--- src/rtl/lsu_mem_stage.sv ---
// Memory-access stage load/store unit for the 5-stage RV32I core.
// Converts execute-stage load/store requests into single transactions on a
// req/gnt/rvalid bus. It steers store byte lanes and extends load data. It
// flags misaligned or illegal accesses, and it stalls the front of the pipe
// while an access is in flight.
module lsu_mem_stage #(
  parameter int DATA_WIDTH = 32,
  parameter int ADDR_WIDTH = 32
) (
  input  logic                  i_clk,
  input  logic                  i_reset_n,
  input  logic                  i_ie_valid,
  input  logic                  i_ie_rd_en,
  input  logic                  i_ie_wr_en,
  input  logic [2:0]            i_ie_funct3,
  input  logic [ADDR_WIDTH-1:0] i_ie_addr,
  input  logic [DATA_WIDTH-1:0] i_ie_wr_data,
  output logic                  o_stall,
  output logic [DATA_WIDTH-1:0] o_rd_data,
  output logic                  o_rd_valid,
  output logic                  o_fault,
  output logic                  o_mem_req,
  input  logic                  i_mem_gnt,
  output logic                  o_mem_we,
  output logic [ADDR_WIDTH-1:0] o_mem_addr,
  output logic [3:0]            o_mem_be,
  output logic [DATA_WIDTH-1:0] o_mem_wdata,
  input  logic                  i_mem_rvalid,
  input  logic [DATA_WIDTH-1:0] i_mem_rdata
);

  typedef enum logic [1:0] {
    S_IDLE,
    S_REQ,
    S_WAIT,
    S_DONE
  } state_e;

  // RV32I funct3 encodings for loads and stores
  localparam logic [2:0] F3_B  = 3'b000;
  localparam logic [2:0] F3_H  = 3'b001;
  localparam logic [2:0] F3_W  = 3'b010;
  localparam logic [2:0] F3_BU = 3'b100;
  localparam logic [2:0] F3_HU = 3'b101;

  state_e                  state_q, state_d;
  logic                    we_q, we_d;
  logic [ADDR_WIDTH-1:0]   addr_q, addr_d;
  logic [3:0]              be_q, be_d;
  logic [DATA_WIDTH-1:0]   wdata_q, wdata_d;
  logic [2:0]              funct3_q, funct3_d;
  logic [1:0]              off_q, off_d;
  logic [DATA_WIDTH-1:0]   rd_data_q, rd_data_d;
  logic                    fault_q, fault_d;

  logic                    access;
  logic                    is_store;
  logic                    bad_funct3;
  logic                    misaligned;
  logic [3:0]              st_be;
  logic [DATA_WIDTH-1:0]   st_wdata;
  logic [7:0]              ld_byte;
  logic [15:0]             ld_half;
  logic [DATA_WIDTH-1:0]   ld_ext;

  // A set wr_en wins, so an instruction with both enables is a store
  assign access   = i_ie_valid & (i_ie_rd_en | i_ie_wr_en);
  assign is_store = i_ie_wr_en;

  // Decode the incoming access: legality, alignment and store lane steering
  always_comb begin
    // NOTE: every signal gets a default before the case so that no path leaves it unassigned (no latch).
    bad_funct3 = 1'b1;
    misaligned = 1'b0;
    st_be      = 4'b1111;
    st_wdata   = i_ie_wr_data;
    if (is_store) begin
      bad_funct3 = !(i_ie_funct3 inside {F3_B, F3_H, F3_W});
    end else begin
      bad_funct3 = !(i_ie_funct3 inside {F3_B, F3_H, F3_W, F3_BU, F3_HU});
    end
    case (i_ie_funct3[1:0])
      2'b01:   misaligned = i_ie_addr[0];
      2'b10:   misaligned = (i_ie_addr[1:0] != 2'b00);
      default: misaligned = 1'b0;
    endcase
    case (i_ie_funct3[1:0])
      2'b00: begin
        st_be    = 4'b0001 << i_ie_addr[1:0];
        st_wdata = {4{i_ie_wr_data[7:0]}};
      end
      2'b01: begin
        st_be    = i_ie_addr[1] ? 4'b1100 : 4'b0011;
        st_wdata = {2{i_ie_wr_data[15:0]}};
      end
      default: begin
        st_be    = 4'b1111;
        st_wdata = i_ie_wr_data;
      end
    endcase
  end

  // Pick the addressed byte/halfword from the returned word and extend it
  always_comb begin
    ld_byte = i_mem_rdata[{off_q, 3'b000} +: 8];
    ld_half = off_q[1] ? i_mem_rdata[31:16] : i_mem_rdata[15:0];
    case (funct3_q)
      F3_B:    ld_ext = {{24{ld_byte[7]}}, ld_byte};
      F3_H:    ld_ext = {{16{ld_half[15]}}, ld_half};
      F3_BU:   ld_ext = {24'b0, ld_byte};
      F3_HU:   ld_ext = {16'b0, ld_half};
      default: ld_ext = i_mem_rdata;
    endcase
  end

  // Next-state logic and stall generation
  always_comb begin
    state_d   = state_q;
    we_d      = we_q;
    addr_d    = addr_q;
    be_d      = be_q;
    wdata_d   = wdata_q;
    funct3_d  = funct3_q;
    off_d     = off_q;
    rd_data_d = rd_data_q;
    fault_d   = 1'b0;
    o_stall   = 1'b0;
    case (state_q)
      S_IDLE: begin
        // Stall is combinational here, so it is gated by reset to keep all
        // outputs low while the pipeline is held in reset.
        if (i_reset_n && access) begin
          if (bad_funct3 || misaligned) begin
            fault_d = 1'b1;
          end else begin
            o_stall  = 1'b1;
            state_d  = S_REQ;
            we_d     = is_store;
            addr_d   = {i_ie_addr[ADDR_WIDTH-1:2], 2'b00};
            be_d     = is_store ? st_be : 4'b1111;
            wdata_d  = is_store ? st_wdata : '0;
            funct3_d = i_ie_funct3;
            off_d    = i_ie_addr[1:0];
          end
        end
      end
      S_REQ: begin
        o_stall = 1'b1;
        if (i_mem_gnt) begin
          state_d = we_q ? S_DONE : S_WAIT;
        end
      end
      S_WAIT: begin
        o_stall = 1'b1;
        if (i_mem_rvalid) begin
          rd_data_d = ld_ext;
          state_d   = S_DONE;
        end
      end
      S_DONE: begin
        // IE still holds the completed instruction; do not restart it
        state_d = S_IDLE;
      end
      default: state_d = S_IDLE;
    endcase
  end

  // State and captured-field registers with synchronous active-low reset
  always_ff @(posedge i_clk) begin
    // NOTE: sequential state uses non-blocking assignments so all flops update together at the edge.
    if (!i_reset_n) begin
      state_q   <= S_IDLE;
      we_q      <= 1'b0;
      addr_q    <= '0;
      be_q      <= 4'b0000;
      wdata_q   <= '0;
      funct3_q  <= 3'b000;
      off_q     <= 2'b00;
      rd_data_q <= '0;
      fault_q   <= 1'b0;
    end else begin
      state_q   <= state_d;
      we_q      <= we_d;
      addr_q    <= addr_d;
      be_q      <= be_d;
      wdata_q   <= wdata_d;
      funct3_q  <= funct3_d;
      off_q     <= off_d;
      rd_data_q <= rd_data_d;
      fault_q   <= fault_d;
    end
  end

  assign o_mem_req   = (state_q == S_REQ);
  assign o_mem_we    = we_q;
  assign o_mem_addr  = addr_q;
  assign o_mem_be    = be_q;
  assign o_mem_wdata = wdata_q;
  assign o_rd_data   = rd_data_q;
  assign o_rd_valid  = (state_q == S_DONE) && !we_q;
  assign o_fault     = fault_q;

endmodule
--- config.mk ---
export PLATFORM = sky130hd
export DESIGN_NAME = lsu_mem_stage
export DESIGN_NICKNAME = d
export VERILOG_FILES = /design/src/rtl/lsu_mem_stage.sv
export SDC_FILE = /design/constraint.sdc
export NUM_CORES = 1
export LEC_CHECK = 0
export ABC_AREA = 1
export BUFFER_PORTS_ARGS = -buffer_cell sky130_fd_sc_hd__buf_2
export CAP_MARGIN = 20
export CORE_MARGIN = 2
export CORE_UTILIZATION = 30
export DETAILED_ROUTE_END_ITERATION = 7
export PLACE_DENSITY = 0.64
export SLEW_MARGIN = 10
export SYNTH_ARGS = -nofsm -noshare
export SYNTH_HDL_FRONTEND = slang
export SYNTH_SLANG_ARGS = --single-unit
--- constraint.sdc ---
create_clock -name i_clk -period 2.85 [get_ports i_clk]
set_input_delay 0.57 -clock i_clk [delete_from_list [all_inputs] [get_ports i_clk]]
set_output_delay 0.57 -clock i_clk [all_outputs]
set_load 0.005 [all_outputs]
==> summary.txt <==
Cells and area
  • Antenna diode count: 0
  • Share of post-route cells with drive strength above 1: between 20% and 30%
  • Nets@finish: 1,127
  • Synth-to-Final Area Change: 27.9%

Place
  • Number of port buffers: 208
  • Placement Setup Slack: between 0.2 and 0.3 ns
  • Post-DP HPWL: 12,700 um
  • GPL Wtd Cong: about 0.9

Floorplanning
  • Die W: 139 um
  • Top Ports: around 210
  • Rows: about 50
  • Initial core utilization: a little under a third
  • Die ar.: between 15,000 and 20,000 um^2
  • Core area: 17,800 um^2
  • Die height: 139 um

GRT
  • Initial antenna violation count: 1
  • Total global routing overflow: 0
  • Number of global-route vias before repair: about 5,400
  • Gr usage total: about 18%
  • Largest net degree at the start of global routing: 73
  • First-pass GRT wire length: between 20,000 and 30,000 um

Worst setup path
  • Slowest CP cell: ha_1
  • WS Path Type: input port to output port
  • CP Capture Type: output port
  • WP data required: 2.28 ns
  • Crit-path max cell delay: just over 0.3 ns
  • CP cell instances: buf_2 -> inv_1 -> ha_1 -> o21ai_0 -> nand2_1 -> nand3_2 -> inv_2 -> nand3_4 -> inv_4 -> nor2_1 -> nor2_1 -> buf_2
  • Worst setup SP type: input port
  • Internal reg-to-reg setup slack: about 1.1 ns
  • Worst reg-to-reg path cell count: 9
  • Worst r2r src: state_q[0]
  • Arr. time, crit path: approximately 2 ns
  • Reg2reg end: o_rd_data[23]
  • Maximum fanout along the worst path: 9

Timing
  • Slew headroom: between 60% and 70%
  • Setup ws final: 0.273 ns
  • Setup TNS Final: 0 ns
  • Period minus WS final: between 2 and 3 ns
  • Final hold violation count: 0
  • Worst hold slack: between 0.4 and 0.5 ns
  • RSZ-0062 raised after global routing: false
  • Setup Skew: between 0.005 and 0.006 ns
  • Measured slew at the worst slew-check pin: roughly 0.6 ns
  • Slew Viols, Final: 0
  • Finish-stage setup viols: 0
  • Max Clk Rate: just under 0.4 GHz
  • Final Cycle Share: approximately nine tenths

Clock tree
  • Setup Buffers After CTS: 0
  • Clock Latency Late Sink: approximately 0.35 ns
  • Total CTS buffers: 9
  • Clock sinks: approximately 110
  • Root buffer cell: clkbuf_16
  • # hold bufs at CTS: 0
  • Clock-pin slew on the worst setup and hold paths: 0.07 ns
  • CTS tree: built
  • H-tree Lvls: 3
  • Max Root-Sink Buffers: 2
  • Post-CTS Resized: 0

Synth
  • Main synth FF type: dfxtp_1
  • Simple-gate share of the synthesized area: a little under a third
  • Largest area contributor in the netlist: dfxtp_1
  • Complex-gate fraction of the synthesized area: ~17%
  • Post-synthesis sequential area ratio: approximately two fifths
  • Synth Warn #: 0
  • Top cells by area, synth: dfxtp_1 39%, nand2_1 11%, nor2_1 11%
  • Mux contribution to synthesized area: 0%
  • Syn Area/Cell: 6.56 um^2
  • Gate Count Post-Synth: roughly 830
  • Yosys cell types: 29
  • Flops & latches, synth: 107
  • Largest family of logic cells by synthesized area: simple AND/OR/NAND/NOR gates
  • Most frequent cells after synthesis: 154 x nand2_1, 154 x nor2_1, 107 x dfxtp_1, 81 x inv_1, 74 x a21oi_1
  • Post-Syn Area: 5430 um^2
  • Synth Area in Adders: ~2.3%
  • EDFF count, synth: 0
  • Synth Area in XOR/XNOR: 0%
  • Top-area cell type share of the netlist area: 39.4%
  • Post-synth ARST share: 0%

Worst hold path
  • Hold Crit Endpoint: o_mem_addr[22]
  • Hold Crit Class: input port to flop
  • Hold Path Cell Cnt: 3
  • HP Start: i_ie_addr[22]

Pwr
  • Max IR drop VDD: between 0.0002 and 0.0003 V
  • Pwr/cell area: ~600 nW/um^2
  • Power, Total: 4.15 mW
  • Leak: about 3.5 nW

Routing
  • Remaining antenna violation count: 0
  • Final WL: between 15,000 and 20,000 um
  • Via/cell ratio: roughly 4.8
  • DR vias: 5,987
  • DRC: 0
  • DRT Pass-1 Iters: 5
  • DR iter-0 viols: 367
  • Routed wire per std cell: between 10 and 15 um

Run status
  • Status: finished clean

Flow run
  • Max-Cap Viols: 0
==> final cells by class <==
cell class | count | area [um^2]
Clock buffer | 11 | 243
Multi-Input combinational cell | 580 | 2710
Fill cell | 1956 | 10900
Inverter | 87 | 329
Sequential cell | 107 | 2140
Clock inverter | 4 | 51.3
Tap cell | 229 | 287
Timing Repair Buffer | 226 | 1190
==> worst max-delay path by stage <==
stage | from | end | slack [ns]
2_1_floorplan | i_ie_funct3[1] | o_stall | 0.16
3_3_place_gp | i_ie_funct3[1] | o_stall | 0.36
3_5_place_dp | i_ie_funct3[1] | o_stall | 0.29
4_1_cts | i_ie_funct3[1] | o_stall | 0.26
5_1_grt | i_ie_funct3[1] | o_stall | 0.13
6_report | i_ie_funct3[1] | o_stall | 0.27
==> through the flow <==
step	cell area (um^2)	utilization, %	std cells
after floorplan	5430	-	829
after global placement	6650	37.3	1229
after detailed placement	6650	37.3	1229
after CTS	6950	38.9	1244
after global routing	6950	38.9	1244
final	6950	38.9	1244
==> sequential cells by signal, summed over array words and instances, names as in the netlist <==
register	count
o_mem_wdata	32
o_fault	1
o_mem_we	1
o_mem_addr	30
state_q	2
o_mem_be	4
off_q	2
o_rd_data	32
funct3_q	3
==> power by group <==
group | switching, mW | internal [mW] | total (mW)
logic | 0.672 | 0.418 | 1.09
registers | 0.111 | 1.68 | 1.79
clock network | 0.569 | 0.702 | 1.27
total | 1.35 | 2.80 | 4.15
==> metal layers <==
metal / vias up / share of wire (%) / global-route usage, % / wire [um]
li1: 3038 / - / - / -
met1: 2660 / 44 / 23.5 / 7650
met2: 257 / 46 / 28.1 / 8000
met3: 30 / 8.5 / 4.11 / 1480
met4: 2 / 2.3 / 7.63 / 405
met5: - / 0.040 / 0 / 7
==> cells by family after synthesis <==
logic type	after synthesis
other cells	1
buf+inv	142
compound gates	174
simple gates	394
fa+ha+maj	10
flops	107
==> layout by cell type (no fill, tap or decap), drive strengths merged <==
cell type	Yosys	final
a21oi	74	74
a31oi	1	1
buf	26	226
bufinv	0	1
clkbuf	29	11
clkinv	2	4
clkinvlp	0	1
conb	1	2
dfxtp	107	107
ha	10	10
inv	85	85
nand2	154	154
nand3	31	31
nand3b	1	1
nand4	43	43
nor2	157	157
nor3	8	8
o211ai	9	9
o21ai	88	88
o22ai	1	1
o31ai	1	1
==> worst max-delay path: cells and delay by family <==
kind	cells	cell delay, ns
and+or+nand+nor	5	0.39
buffers and inverters	5	0.60
AOI/OAI and AO/OA	1	0.13
adders and majority gates	1	0.31
Note: power is estimated with default switching activity, not from simulation.
